$ cat src/rtl/updown_counter_gen.sv
// Prescaled up/down modulo counter with run/stop, load/clear, wrap flag and LED chaser.
// Define UPDOWN_SATURATE_EN to saturate at 0/CNT_MAX instead of wrapping.
module updown_counter_gen #(
  parameter int PRESCALE_DIV = 1000000,
  parameter int CNT_WIDTH    = 14,
  parameter int CNT_MAX      = 9999,
  parameter int LED_WIDTH    = 8
) (
  input  logic                 sysclk,
  input  logic                 i_rst,
  input  logic                 i_run_tgl,
  input  logic                 i_dir,
  input  logic                 i_clr,
  input  logic                 i_load,
  input  logic [CNT_WIDTH-1:0] i_load_val,
  output logic [CNT_WIDTH-1:0] o_counter,
  output logic                 o_tick,
  output logic                 o_wrap,
  output logic                 o_running,
  output logic [LED_WIDTH-1:0] o_upcLED
);

  localparam int PW = $clog2(PRESCALE_DIV);
  localparam logic [PW-1:0] P_LAST = PW'(PRESCALE_DIV - 1);
  localparam logic [CNT_WIDTH-1:0] C_MAX = CNT_WIDTH'(CNT_MAX);
  localparam logic [CNT_WIDTH-1:0] C_ONE = CNT_WIDTH'(1);
  localparam logic [LED_WIDTH-1:0] LED_RST = LED_WIDTH'(1);

  localparam logic [0:0] STOP = 1'b0;
  localparam logic [0:0] RUN  = 1'b1;

  logic [0:0]           state;
  logic [0:0]           state_nxt;
  logic [PW-1:0]        presc;
  logic                 tick_evt;
  logic                 at_lim;
  logic                 step_move;
  logic [CNT_WIDTH-1:0] cnt_step;
  logic [CNT_WIDTH-1:0] load_sat;
  logic [LED_WIDTH-1:0] led_step;

  always_comb begin
    tick_evt  = (state == RUN) && (presc == P_LAST);
    state_nxt = i_run_tgl ? ~state : state;
    load_sat  = (i_load_val > C_MAX) ? C_MAX : i_load_val;
    at_lim    = i_dir ? (o_counter == C_MAX)
                      : (o_counter == '0);
    led_step  = i_dir
      ? {o_upcLED[LED_WIDTH-2:0], o_upcLED[LED_WIDTH-1]}
      : {o_upcLED[0], o_upcLED[LED_WIDTH-1:1]};
`ifdef UPDOWN_SATURATE_EN
    step_move = !at_lim;
    if (at_lim)
      cnt_step = o_counter;
    else
      cnt_step = i_dir ? o_counter + C_ONE
                       : o_counter - C_ONE;
`else
    step_move = 1'b1;
    if (at_lim)
      cnt_step = i_dir ? '0 : C_MAX;
    else
      cnt_step = i_dir ? o_counter + C_ONE
                       : o_counter - C_ONE;
`endif
  end

  // Leaving RUN or a clear both restart the tick period from zero.
  always_ff @(posedge sysclk or posedge i_rst) begin
    if (i_rst) begin
      state     <= STOP;
      o_running <= 1'b0;
      presc     <= '0;
    end else begin
      state     <= state_nxt;
      o_running <= (state_nxt == RUN);
      if (i_clr || state == STOP || i_run_tgl || tick_evt)
        presc <= '0;
      else
        presc <= presc + PW'(1);
    end
  end

  // Clear beats load beats tick; a discarded tick still shows on o_tick.
  always_ff @(posedge sysclk or posedge i_rst) begin
    if (i_rst) begin
      o_counter <= '0;
      o_tick    <= 1'b0;
      o_wrap    <= 1'b0;
      o_upcLED  <= LED_RST;
    end else begin
      o_tick <= tick_evt;
      o_wrap <= 1'b0;
      if (i_clr) begin
        o_counter <= '0;
        o_upcLED  <= LED_RST;
      end else if (i_load) begin
        o_counter <= load_sat;
      end else if (tick_evt) begin
        o_counter <= cnt_step;
        o_wrap    <= at_lim;
        if (step_move)
          o_upcLED <= led_step;
      end
    end
  end

endmodule

$ cat config.mk
export PLATFORM = sky130hd
export DESIGN_NAME = updown_counter_gen
export DESIGN_NICKNAME = d
export VERILOG_FILES = /design/src/rtl/updown_counter_gen.sv
export SDC_FILE = /design/constraint.sdc
export NUM_CORES = 1
export LEC_CHECK = 0
export CELL_PAD_IN_SITES_DETAIL_PLACEMENT = 0
export CELL_PAD_IN_SITES_GLOBAL_PLACEMENT = 2
export CORE_AREA = 3 3 141 75
export CTS_CLUSTER_DIAMETER = 120
export CTS_CLUSTER_SIZE = 20
export DETAILED_ROUTE_END_ITERATION = 8
export DIE_AREA = 0 0 144 78
export GPL_TIMING_DRIVEN = 0
export PLACE_DENSITY = 0.86
export SYNTH_ARGS = -nofsm -noshare
export SYNTH_HDL_FRONTEND = slang
export SYNTH_SLANG_ARGS = --single-unit
export TNS_END_PERCENT = 5
$ cat constraint.sdc
create_clock -name sysclk -period 2.7 [get_ports sysclk]
set_input_delay 0.81 -clock sysclk [delete_from_list [all_inputs] [get_ports sysclk]]
set_output_delay 0.81 -clock sysclk [all_outputs]
set_load 0.1 [all_outputs]
# Word level (Yosys, flattened, before mapping)
# Index checks and enable logic that the tools add are counted.
classes:
  n_shift: 0
  n_eq_ne: 3
  div: 0
  muxes: 16
  reduce_logical: 8
  add_sub_neg: 3
  n_lt_le_gt_ge: 1
  mul: 0
  bitwise_logic: 1
ops:
  columns: ["operator", "count"]
  rows:
  - ["14-bit 2-to-1 mux", 7]
  - ["8-bit 2-to-1 mux", 4]
  - ["20-bit by 1-bit adder with 20-bit output, second input constant", 1]
  - ["20-bit equality test, second input constant", 1]
  - ["20-bit 2-to-1 mux", 1]
  - ["14-bit by 1-bit adder with 14-bit output, second input constant", 1]
  - ["14-bit equality test, second input constant", 1]
  - ["14-bit greater-than comparator, second input constant", 1]
  - ["14-bit zero test", 1]
  - ["14-bit by 1-bit subtractor with 14-bit output, second input constant", 1]
  - ["1-bit 2-to-1 mux", 4]
  - ["1-bit logical OR", 3]
  - ["3-bit nonzero test", 1]
  - ["2-bit != test, second input constant", 1]
  - ["2-bit AND reduction", 1]
  - ["2-bit nonzero test", 1]
  - ["1-bit logical AND", 1]
  - ["1-bit NOT", 1]
totals:
  latch_bits: 0
  n_memories: 0
  elab_cells: 38
  reg_bits: 45
  inputBits: 20
  out_inout_bits: 25
  rom_bits: 0
  mem_bits_rw: 0

# Logic depth before layout (Yosys ltp)
# Gate-level depths: netlist of the first run.
logic_depth:
  word_depth: 6
  depth_mapped: 10
  ltp_nobuf: 8

# Worst setup path before layout of the first run
# Ideal clock, no wire load.
synth_path:
  kind: "input -> register"
  startpoint: "input port i_dir"
  endpoint: "register o_counter[9]"
  setup_ps: 120
  required_time_ps: 2580
  n_path_buf: 1
  arrival_time_ps: 3299
  slack_ps: -719
  cell_stages: 9
  cell_sequence: "buf_1 > inv_1 > ha_1 > a21o_1 > a31oi_1 > a21oi_1 > or2_2 > or3_1 > a31o_2"
synth_between:
  elab_chain_len: 5
  elab_cells_between_ends: 7
  classes_between: "7 x mux"
synth_rtl:
  columns: ["item", "line", "text"]
  rows:
  - ["start: declaration", "12", "input logic i_dir,"]
  - ["14-bit 2-to-1 mux, or another cell as far along", "63", "cnt_step = i_dir ? o_counter + C_ONE"]
  - ["14-bit 2-to-1 mux (*)", "60", "if (at_lim)"]
  - ["14-bit 2-to-1 mux (*)", "99", "end else if (tick_evt) begin"]
  - ["14-bit 2-to-1 mux (*)", "97", "end else if (i_load) begin"]
  - ["14-bit 2-to-1 mux (*)", "94", "if (i_clr) begin"]
  - ["end signal: assignment", "98", "o_counter <= load_sat;"]
  - ["end signal: assignment", "100", "o_counter <= cnt_step;"]
  - ["end: declaration", "16", "output logic [CNT_WIDTH-1:0] o_counter,"]
# Mark *: on every way between the ends. The rest lies on a longest branch, timed or not. The select of a mux whose other input is x is not followed.
# A chain may end at the register's enable or synchronous reset.

# Final worst setup path of the first run
# Same ends and word-level chain as after synthesis.

==> results.sh, run 1 <==
export IMPL_syn_avg_cell_area_sq_um=8.893
export IMPL_antenna_found_initial=0
export IMPL_arrival_ps=2850
export IMPL_met2_usage=0.2621
export IMPL_grt_util_met3=0.02771
export IMPL_io_pins=45
export IMPL_drtIter0Drc=172
export IMPL_pwr_share_seq=0.384
export IMPL_synth_area_leaders="dfrtp_1 36%, nor2_1 6.7%, ha_1 5.3%"
export IMPL_cp_max_fo=9
export IMPL_required_ps=2880
export IMPL_grt_pass1_vias=2738
export IMPL_drc=0
export IMPL_syn_nets=378
export IMPL_finalCritPeriodShare=0.9909
export IMPL_yosysMostFrequentCell="nor2_1"
export IMPL_leakage_nw=1.661
export IMPL_outcome="completed"
export IMPL_sw_frac_of_total=0.3609
export IMPL_stdcell_area_sq_mm=0.003981
export IMPL_synth_edf_count=0
export IMPL_setup_worst_path_class="input port to flop"
export IMPL_synth_area_sq_mm=0.003059
export IMPL_rsz0062_at_grt="yes"
export IMPL_fin_tns_setup_ps=0
export IMPL_setup_ws_ps=24.51
export IMPL_ys_seq_area_frac=0.3685
export IMPL_power_mw=1.935
export IMPL_grt_first_pass_wirelength_mm=14.06
export IMPL_power_density_mw_per_mm2=486.1
export IMPL_dpl_cell_area_sq_mm=0.003749
export IMPL_synthSimpleGateAreaFrac=0.2597
export IMPL_cts_max_level=2
export IMPL_port_buffers=44
export IMPL_ys_async_sr_fraction=1.000
export IMPL_vdd_drop_max_uv=215.3
export IMPL_avgRoutedWirePerCell_um=16.62
export IMPL_yosysTopAreaCellShare=0.3599
export IMPL_clkTransAtPathRegs_ps=60
export IMPL_synth_top_family_by_area="simple AND/OR/NAND/NOR gates"
export IMPL_drive_above_1_share=0.1247
export IMPL_finalClockSkew_ps=6.836
export IMPL_slew_headroom=0.3435
export IMPL_synth_seq_cells=45
export IMPL_worstMarginPinSlew_ps=981.6
export IMPL_cts_buffer_depth=2
export IMPL_switching_power_uw=698.5
export IMPL_timing_fmax_mhz=373.8
export IMPL_grt_max_degree=26
export IMPL_clock_latency_ps=290
export IMPL_clock_power_share=0.316
export IMPL_startpoint_type="input port"
export IMPL_muxShareOfSynthArea=0.02986
export IMPL_vias=2780
export IMPL_period_needed_ps=2675
export IMPL_max_cap_violations=0
export IMPL_synth_cells=344
export IMPL_gp_congestion=0.8226
export IMPL_grt_util_met1=0.2029
export IMPL_post_place_ws_ps=-1107
export IMPL_yosysTopAreaCell="dfrtp_1"
export IMPL_p_int_mw=1.237
export IMPL_end_kind="flop"
export IMPL_min_path_type="flop to flop"
export IMPL_cts_tree="yes"
export IMPL_first_pass_iters=5
export IMPL_busiest_layer="met2"
export IMPL_gr_total_overflow=0
export IMPL_rows=25
export IMPL_holdBufCountCts=0
export IMPL_area_growth_pct=30.14
export IMPL_root_buffer="clkbuf_16"
export IMPL_pwr_share_comb=0.300
export IMPL_synth_warnings=0
export IMPL_die_w_um=144
export IMPL_die_height_um=78
export IMPL_ant_nets=0
export IMPL_cts_sinks=45
export IMPL_hold_viol=0
export IMPL_core_area_sq_mm=0.009353
export IMPL_synth_compound_area_frac=0.1587
export IMPL_numCtsBuffers=5
export IMPL_dieArea_sq_mm=0.01123
export IMPL_synth_flop_cell="dfrtp_1"
export IMPL_nNetsFinal=434
export IMPL_initial_core_util=0.3271
export IMPL_synthXorXnorAreaFrac=0.08303
export IMPL_setup_viol=0
export IMPL_drv_slew=0
export IMPL_antenna_cells=0
export IMPL_viasPerCell=5.326
export IMPL_yosys_top_cells_count="55 x nor2_1, 44 x dfrtp_1, 25 x nand2_1"
export IMPL_track_usage=0.1550
export IMPL_dp_hpwl_mm=6.566
export IMPL_drt_total_wl_mm=8.678
export IMPL_yosysUniqueCellTypes=57
export IMPL_synthAdderAreaFrac=0.05971
==> cell type report <==
cell class	count	area [sq um]
Buffer	15	117.6
Fill cell	926	5371
Clock buffer	5	125.1
Sequential cell	45	1127
Multi-Input combinational cell	277	1913
Tap cell	121	151.4
Inverter	6	26.28
Clock inverter	3	21.27
Timing Repair Buffer	50	499.2
==> cell usage in the layout, fill, tap and decap left out, types with 3 or more instances in the layout <==
master,n
a21oi_1,19
nand2b_1,5
clkdlybuf4s50_1,26
mux2i_1,8
o21ai_0,8
ha_2,3
ha_1,7
a211oi_1,10
and3_1,4
dfrtp_1,44
buf_12,3
inv_1,4
a31oi_1,3
nor4_1,8
buf_4,4
xor2_1,15
buf_2,3
dlymetal6s2s_1,4
nand2_1,25
ha_4,3
nor2_1,55
a21o_1,6
nand3_1,12
o21ai_1,4
xnor2_1,14
clkbuf_1,7
nor3_1,6
nand3b_1,7
dlygate4sd2_1,13
nand4_1,9
clkbuf_16,5
==> final timing paths <==
path	from	endpoint	slack, ps	depth (start not counted)
setup / recovery	i_dir	o_counter[9]$_DFFE_PP0P_	20	11
hold / removal	presc[0]$_DFF_PP0_	presc[0]$_DFF_PP0_	480	1
setup reg to reg	o_counter[4]$_DFFE_PP0P_	o_counter[2]$_DFFE_PP0P_	340	6
hold reg to reg	presc[0]$_DFF_PP0_	presc[0]$_DFF_PP0_	480	1
max in group asynchronous	i_rst	o_upcLED[0]$_DFFE_PP1P_	1250	3
min in group asynchronous	i_rst	o_upcLED[4]$_DFFE_PP0P_	870	2
==> power by group through the flow <==
stage | clock (mW) | sequential, mW | combinational (mW)
5_1_grt | 0.658 | 0.748 | 0.620
4_1_cts | 0.634 | 0.743 | 0.573
3_3_place_gp | 0 | 0.757 | 0.553
3_5_place_dp | 0 | 0.757 | 0.561
6_report | 0.612 | 0.744 | 0.580
2_1_floorplan | 0 | 0.906 | 0.245
==> repair_timing <==
item | in CTS | in global routing
endpoints found under the setup margin | 26 | 13
pin swaps | 5 | 4
setup buffers | 4 | 1
resized for setup | 27 | 7
cloned | 0 | 0
==> metal layers <==
| layer | vias to the layer above | share of wire |
|---|---|---|
| met4 | 0 | 0.013 |
| met5 | - | 0 |
| li1 | 1358 | - |
| met1 | 1339 | 0.45 |
| met2 | 69 | 0.50 |
| met3 | 14 | 0.041 |
==> stage by stage <==
step           utilization  std cells  hold WS, ps
6_report            0.4257        522        483.7
5_1_grt             0.4257        522        513.1
4_1_cts             0.4223        521        493.7
3_5_place_dp        0.4008        510        484.7
3_3_place_gp        0.3987        509        474.6
2_1_floorplan            -        344        454.6
==> kinds of logic (layout without fill, tap and decap cells) <==
group | Yosys count | count (layout)
simple gates | 151 | 151
compound gates | 74 | 74
flops | 45 | 45
xor+xnor | 29 | 29
buf+inv | 22 | 79
fa+ha+maj | 14 | 14
mux | 9 | 9
==> worst max-delay path: stages <==
cell and delay [ps]:
buf_2 130, buf_12 110, clkinvlp_4 90, buf_12 150, ha_4 240, a21o_4 240, a31oi_4 170, a21oi_1 120
or2_4 250, or3_1 310, a31o_2 230
==> flip-flops by register name, indices dropped and copies added (netlist names) <==
signal / cells
o_counter: 14
state: 1
o_upcLED: 8
o_tick: 1
presc: 20
o_wrap: 1
(Power assumes the default switching activity.)
==> inputs of run 2 (changes only) <==
--- a/config.mk
+++ b/config.mk
@@ -13,7 +13,7 @@
 export DETAILED_ROUTE_END_ITERATION = 8
 export DIE_AREA = 0 0 144 78
 export GPL_TIMING_DRIVEN = 0
-export PLACE_DENSITY = 0.86
+export PLACE_DENSITY_LB_ADDON = 0.1
 export SYNTH_ARGS = -nofsm -noshare
 export SYNTH_HDL_FRONTEND = slang
 export SYNTH_SLANG_ARGS = --single-unit
==> results.sh, run 2 (synthesized netlist as in run 1, its figures left out) <==
export IMPL_setup_worst_path_class="flop to output pin"
export IMPL_hold_viol=0
export IMPL_avgRoutedWirePerCell_um=17.23
export IMPL_rr_worst_depth=6
export IMPL_vias=2725
export IMPL_dieArea_sq_mm=0.01123
export IMPL_grt_pass1_vias=2802
export IMPL_seqCellArea_sq_mm=0.001127
export IMPL_cts_buffer_depth=2
export IMPL_pwr_share_seq=0.379
export IMPL_dpl_cell_area_sq_mm=0.003749
export IMPL_sw_frac_of_total=0.3510
export IMPL_dp_hpwl_mm=6.832
export IMPL_nNetsFinal=432
export IMPL_gp_congestion=0.8192
export IMPL_switching_power_uw=690.4
export IMPL_area_growth_pct=29.45
export IMPL_clkTransAtPathRegs_ps=70
export IMPL_track_usage=0.1683
export IMPL_die_height_um=78
export IMPL_clock_latency_ps=290
export IMPL_finalCritPeriodShare=0.9836
export IMPL_holdBufCountCts=0
export IMPL_worstMarginPinSlew_ps=972.2
export IMPL_clock_power_share=0.332
export IMPL_worstPathCellList="clkdlybuf4s50_1"
export IMPL_viasPerCell=5.240
export IMPL_max_cap_violations=0
export IMPL_grt_max_degree=26
export IMPL_slew_headroom=0.3498
export IMPL_placed_cells=510
export IMPL_cts_sinks=45
export IMPL_stdcell_area_sq_mm=0.003960
export IMPL_cts_tree="yes"
export IMPL_final_core_util=0.4234
export IMPL_antenna_found_initial=0
export IMPL_first_pass_iters=4
export IMPL_initial_core_util=0.3271
export IMPL_final_cell_mix="55 x nor2_1, 44 x dfrtp_1, 25 x nand2_1, 23 x clkdlybuf4s50_1, 18 x a21oi_1"
export IMPL_finalClockSkew_ps=8.373
export IMPL_largest_register_ffs=20
export IMPL_reg_top3="presc: 20 flops, o_counter: 14 flops, o_upcLED: 8 flops"
export IMPL_p_int_mw=1.277
export IMPL_period_needed_ps=2656
export IMPL_slowest_stage="clkdlybuf4s50_1"
export IMPL_ant_nets=0
export IMPL_drv_slew=0
export IMPL_grt_first_pass_wirelength_mm=15.05
export IMPL_cts_max_level=2
export IMPL_required_ps=1890
export IMPL_drt_total_wl_mm=8.962
export IMPL_fin_cells=520
export IMPL_timing_fmax_mhz=376.5
export IMPL_gr_total_overflow=0
export IMPL_root_buffer="clkbuf_16"
export IMPL_die_w_um=144
export IMPL_nFillCells=918
export IMPL_drc=0
export IMPL_regMostFlops="presc"
export IMPL_vdd_drop_max_uv=255.6
export IMPL_setup_viol=0
export IMPL_startpoint_type="flop"
export IMPL_drtIter0Drc=169
export IMPL_rows=25
export IMPL_outcome="completed"
export IMPL_end_kind="output pin"
export IMPL_final_common_cell="nor2_1"
export IMPL_min_path_type="flop to flop"
export IMPL_cp_slowest_stage_delay_ps=1150
export IMPL_pwr_share_comb=0.289
export IMPL_drive_above_1_share=0.1153
export IMPL_arrival_ps=1850
export IMPL_port_buffers=44
export IMPL_power_density_mw_per_mm2=496.8
export IMPL_critPathTopFamily="buffers and inverters"
export IMPL_cp_max_fo=4
export IMPL_numCtsBuffers=5
export IMPL_antenna_cells=0
export IMPL_hold_slack_ps=477.0
export IMPL_core_area_sq_mm=0.009353
export IMPL_holdPathStages=1
export IMPL_io_pins=45
export IMPL_leakage_nw=1.697
export IMPL_crit_cells=1
export IMPL_crit_buf_inv=1
export IMPL_multi_input_area_sq_mm=0.001901
run 2: timing repair:
action,in CTS,in global routing
setup buffers,4,0
pin swaps,4,7
endpoints found under the setup margin,28,12
resized for setup,25,10
run 2: stage by stage:
stage / power, mW / setup WS [ps] / TNS [ps]
floorplan: 1.151 / -148.9 / -421.9
global placement: 1.318 / -1130 / -19750
detailed placement: 1.324 / -1177 / -12020
CTS: 1.993 / 2.518 / 0
global route: 2.065 / -4.702 / -4.702
finish: 1.967 / 44.23 / 0
run 2: final timing paths:
path	startpoint	end	slack, ps
setup / recovery	o_upcLED[6]$_DFFE_PP0P_	o_upcLED[6]	40
hold / removal	presc[0]$_DFF_PP0_	presc[0]$_DFF_PP0_	480
setup reg to reg	o_counter[4]$_DFFE_PP0P_	o_counter[2]$_DFFE_PP0P_	330
hold reg to reg	presc[0]$_DFF_PP0_	presc[0]$_DFF_PP0_	480
max in group asynchronous	i_rst	o_upcLED[0]$_DFFE_PP1P_	1260
min in group asynchronous	i_rst	presc[18]$_DFF_PP0_	870
run 2: power by group through the flow:
stage	combinational [mW]	sequential [mW]	clock [mW]
final	0.569	0.745	0.653
after global routing	0.611	0.752	0.702
after CTS	0.572	0.745	0.676
after detailed placement	0.566	0.758	0
after global placement	0.560	0.758	0
after floorplan	0.245	0.906	0
run 2: layout make-up:
class,instances,area share
clock inverters,1,0.001264
multi-input cells,277,0.4799
plain buffers,14,0.02401
clock buffers,7,0.03855
repair buffers,49,0.1267
well taps,121,0.03823
inverters,6,0.006635
flip-flops and latches,45,0.2847
run 2: layer usage:
| metal | global-route usage | routed length, um | up-vias |
|---|---|---|---|
| li1 | - | - | 1355 |
| met1 | 0.2431 | 4419 | 1327 |
| met2 | 0.2607 | 4111 | 36 |
| met3 | 0.03571 | 371 | 7 |
| met4 | 0.03102 | 59 | 0 |
| met5 | 0 | 0 | - |
